==> config.mk <==
export PLATFORM = sky130hd
export DESIGN_NAME = dmem_rr_arbiter
export DESIGN_NICKNAME = d
export VERILOG_FILES = /design/src/rtl/dmem_rr_arbiter.sv
export SDC_FILE = /design/constraint.sdc
export NUM_CORES = 1
export LEC_CHECK = 0
export ABC_AREA = 0
export CAP_MARGIN = 20
export CORE_AREA = 2 2 258 260
export DETAILED_ROUTE_END_ITERATION = 6
export DIE_AREA = 0 0 260 262
export SYNTH_ARGS = -nofsm -noshare
export SYNTH_HDL_FRONTEND = slang
export SYNTH_SLANG_ARGS = --single-unit
==> constraint.sdc <==
create_clock -name clock -period 10.25 [get_ports clock]
set_input_delay 1.025 -clock clock [delete_from_list [all_inputs] [get_ports clock]]
set_output_delay 1.025 -clock clock [all_outputs]
set_load 0.1 [all_outputs]
==> src/rtl/dmem_rr_arbiter.sv <==
// dmem_rr_arbiter: round-robin arbiter sharing one data-memory port among NUM_REQ requesters.
// One access in flight at a time: IDLE (grant) -> ISSUE (memory op) -> DONE (response).
module dmem_rr_arbiter #(
  parameter int NUM_REQ = 16,
  parameter int ADDR_W  = 16,
  parameter int DATA_W  = 16,
  parameter int ID_W    = 4
) (
  input  logic                       clock,
  input  logic                       reset_n,
  input  logic [NUM_REQ-1:0]         req_valid,
  input  logic [2*NUM_REQ-1:0]       req_ctrl,
  input  logic [ADDR_W*NUM_REQ-1:0]  req_addr,
  input  logic [DATA_W*NUM_REQ-1:0]  req_wdata,
  output logic [NUM_REQ-1:0]         req_ready,
  output logic [NUM_REQ-1:0]         rsp_valid,
  output logic                       rsp_err,
  output logic [DATA_W-1:0]          rsp_rdata,
  output logic [1:0]                 mem_ctrl,
  output logic [ADDR_W-1:0]          mem_addr,
  output logic [DATA_W-1:0]          mem_wdata,
  input  logic [DATA_W-1:0]          mem_rdata,
  output logic                       busy,
  output logic [ID_W-1:0]            grant_id
);
  typedef enum logic [1:0] {IDLE, ISSUE, DONE} state_t;
  state_t state, state_nxt;
  logic [ID_W-1:0] ptr, id, win, idx;
  logic [1:0] op;
  logic [ADDR_W-1:0] addr;
  logic [DATA_W-1:0] wdata;
  logic found, mem_op;
  logic [1:0] ctrl_a [NUM_REQ];
  logic [ADDR_W-1:0] addr_a [NUM_REQ];
  logic [DATA_W-1:0] wdata_a [NUM_REQ];
  for (genvar g = 0; g < NUM_REQ; g++) begin : g_unpack
    assign ctrl_a[g]  = req_ctrl[2*g +: 2];
    assign addr_a[g]  = req_addr[ADDR_W*g +: ADDR_W];
    assign wdata_a[g] = req_wdata[DATA_W*g +: DATA_W];
  end
  // First valid requester at or after ptr, wrapping modulo NUM_REQ.
  always_comb begin
    found = 1'b0;
    win = '0;
    idx = '0;
    for (int k = 0; k < NUM_REQ; k++) begin
      idx = ID_W'((int'(ptr) + k) % NUM_REQ);
      if (!found && req_valid[idx]) begin
        found = 1'b1;
        win = idx;
      end
    end
  end
  always_ff @(posedge clock or negedge reset_n) begin
    if (!reset_n) state <= IDLE;
    else state <= state_nxt;
  end
  always_comb begin
    state_nxt = state == IDLE ? (found ? ISSUE : IDLE) : state == ISSUE ? DONE : IDLE;
  end
  always_ff @(posedge clock or negedge reset_n) begin
    if (!reset_n) begin
      ptr <= '0;
      id <= '0;
      op <= 2'b00;
      addr <= '0;
      wdata <= '0;
    end else if (state == IDLE && found) begin
      ptr <= win == ID_W'(NUM_REQ - 1) ? '0 : win + 1'b1;
      id <= win;
      op <= ctrl_a[win];
      addr <= addr_a[win];
      wdata <= wdata_a[win];
    end
  end
  // Ops 00/01 have no memory counterpart; they complete with rsp_err instead.
  always_comb begin
    mem_op = state == ISSUE && op[1];
    busy = state != IDLE;
    req_ready = (reset_n && state == IDLE && found) ? NUM_REQ'(1) << win : '0;
    rsp_valid = state == DONE ? NUM_REQ'(1) << id : '0;
    rsp_err = state == DONE && !op[1];
    rsp_rdata = (state == DONE && op == 2'b10) ? mem_rdata : '0;
    mem_ctrl = mem_op ? op : 2'b00;
    mem_addr = mem_op ? addr : '0;
    mem_wdata = mem_op ? wdata : '0;
    grant_id = busy ? id : '0;
  end
endmodule

==> run metrics <==
clock slew at reported path FFs=0.09 ns; Worst Tran Pin Value=1.12 ns; Final min period=8.48 ns; die height=262 um; Routed WL per cell=24.7 um; multiplexer share of the synthesized area=31.7%; Initial Util=14.5%; layout cells sized above 1=6.29%; Setup CP Type=reg2out; setup tns final=0 ns; port buffer count=665; syn nets=1801; DRC=0; clock latency on the worst-skew pair=0.34 ns; post-CTS sizing=0; Synth Instances=1214; Synth async-reset ratio=100%; CP Max Fanout=45; largest family of logic cells by synthesized area=multiplexers; met3 WL=5530 um; number of routed nets with antenna violations=0; status=complete, no violations; worst hold path class=reg2reg; Core ar.=0.0653 mm2; WP data arrival=7.45 ns; Synth Area in XOR/XNOR=1.39%; vias in the first global route=13.0k; # setup viols final=0; Max Slew Vio Count=0; DR iter-0 viols=1138; die area=0.0681 mm2; Max Cap Viol=0; CTS Buffer Depth=2; gpl congestion=0.888; clock skew=0.0166 ns; net count reported at finish=2399; largest net degree at the start of global routing=137; yosys warns=0; row count=94; CTS tree=done; Post-Synth Adder-Cell Area=1.19%; post-synthesis sequential area ratio=11.6%; synth unique cells=78; Top Metal Used=met5; EDFF count, synth=0; Post-CTS Setup Bufs=0; Mapped Area=0.00947 mm2; TritonCTS Buffers=5; Global Route Usage Sum=18.2%; Worst setup SP type=flip-flop; Met1 Wirelength=26400 um; WL met2=32400 um; root buffer cell=clkbuf_16; first-pass GRT wire length=90100 um; Final period util=82.7%; Top FF cell, synth=dfrtp_1; Post-CTS Hold Buffers=0; Synth Area in Simple Gates=20.8%; boundary pin count=666; CP Data Required Time=9.23 ns; TritonRoute pass-1 iters=7; syn avg cell area=7.80 um2; drt total wl=66200 um; number of H-tree levels=2; GRT overflow=0; Final Hold Viols=0; Max-slew headroom=24.9%; routed vias/inst=4.88; Yosys reg bits=44; unrepaired setup endpoints after global routing=false; Crit. End Element=output port; Die X=260 um; initial antenna violation count=15; Sink Count=44; area delta synth->final=81.2%; vias=13.1k; Synth Area in Compound Gates=26.9%; Max Fclk=118 MHz; hpwl dp=52600 um
[Yosys cell counts, drive strengths merged (5+ instances only)]
cell	number	area share [%]
a222oi	19	2.0
a221oi	26	2.4
a32oi	47	4.3
nor2	89	3.7
a221o	38	4.0
o31ai	9	0.71
mux4	22	5.2
nor2b	8	0.53
xnor2	11	1.0
o21ai	65	3.4
mux2i	229	24
a2111oi	9	0.83
clkbuf	53	2.1
nand2b	10	0.66
or2	5	0.33
buf	50	3.6
o21a	18	1.4
nor3	13	0.74
o2111ai	6	0.55
nand2	164	6.5
nor4	7	0.46
a21oi	46	2.4
inv	17	0.67
and2	25	1.7
mux2	18	2.1
o22ai	10	0.66
and3	40	2.6
a31oi	8	0.69
o211ai	5	0.40
ha	9	1.2
dfrtp	44	12
nand3	48	2.5
[worst paths after layout]
path                           start      endpoint  slack, ns  cells past startpoint
min in group asynchronous    reset_n       addr[8]       0.63                      1
hold / removal             wdata[13]     wdata[13]       0.50                      2
max in group asynchronous    reset_n       addr[5]       8.75                      2
setup reg to reg              ptr[1]      wdata[7]       2.47                     19
hold reg to reg            wdata[13]     wdata[13]       0.50                      2
setup / recovery              ptr[1]  req_ready[0]       1.77                     15
[per-layer routing]
| layer | GRT usage (%) | vias to the layer above |
|---|---|---|
| li1 | - | 5932 |
| met1 | 22.4 | 6312 |
| met2 | 31.0 | 719 |
| met3 | 4.69 | 97 |
| met4 | 5.33 | 16 |
| met5 | 0 | - |
[through the flow]
step | cell area (um2) | cells | hold slack (ns) | worst slack, ns | utilization, %
after floorplan | 9470 | 1214 | 0.452 | 3.22 | -
after global placement | 16900 | 2667 | 0.476 | 2.24 | 26.0
after detailed placement | 17000 | 2668 | 0.482 | 2.21 | 26.0
after CTS | 17100 | 2676 | 0.502 | 1.80 | 26.3
after global routing | 17200 | 2679 | 0.515 | 1.25 | 26.3
final | 17200 | 2681 | 0.502 | 1.77 | 26.3
[logic make-up (layout without fill, tap and decap cells)]
logic type | Yosys count | count (layout)
muxes | 269 | 269
buffers and inverters | 121 | 720
adders and majority gates | 9 | 9
other | 0 | 4
DFF | 44 | 44
AOI/OAI and AO/OA | 335 | 335
and+or+nand+nor | 421 | 421
xor gates and xnor gates | 15 | 15
[worst max-delay path: stages (launching register included)]
cell             delay, ns
dfrtp_1               0.33
buf_4                 0.33
inv_2                 0.21
ha_1                  0.82
buf_4                 0.30
inv_1                 0.15
a2111oi_0             0.78
or4_1                 0.28
o2111ai_1             0.33
nor3_2                0.66
nand3_1               0.39
a31oi_4               0.32
buf_4                 0.56
nand3_1               0.29
nor2_1                0.16
clkdlybuf4s50_1       1.14
[flip-flops by register name, indices dropped and copies added, names as in the netlist]
signal  count
addr       16
wdata      16
id          4
ptr         4
op          2
state       2
[layout make-up]
cell class	instances	area [um2]
inverters	18	75.1
multi-input cells	1049	7840
well taps	864	1080
repair buffers	694	6870
clock buffers	7	153
flip-flops and latches	44	1100
diodes	4	10.0
clock inverters	1	30.0
fillers	7029	48100
[cell usage in the layout (no fill, tap or decap), types with 9 or more instances in the layout]
master / synthesis / final
a2111oi_0: 9 / 9
a21oi_1: 46 / 45
a221o_1: 38 / 38
a221oi_1: 26 / 26
a222oi_1: 19 / 19
a32oi_1: 47 / 47
and2_1: 25 / 25
and3_1: 40 / 40
buf_4: 13 / 36
clkdlybuf4s50_1: 0 / 655
dfrtp_1: 44 / 43
ha_1: 9 / 9
inv_1: 12 / 12
mux2_2: 14 / 14
mux2i_1: 227 / 227
mux4_2: 22 / 22
nand2_1: 164 / 161
nand2b_1: 10 / 10
nand3_1: 48 / 48
nor2_1: 86 / 83
nor3_1: 12 / 11
o21a_1: 18 / 18
o21ai_0: 19 / 18
o21ai_1: 46 / 46
o22ai_1: 10 / 10
o31ai_1: 9 / 9
xnor2_1: 11 / 11
Power is left out: the tool's default activity adds up to more than one toggle a clock period on the data nets, which glitch-free logic cannot reach.
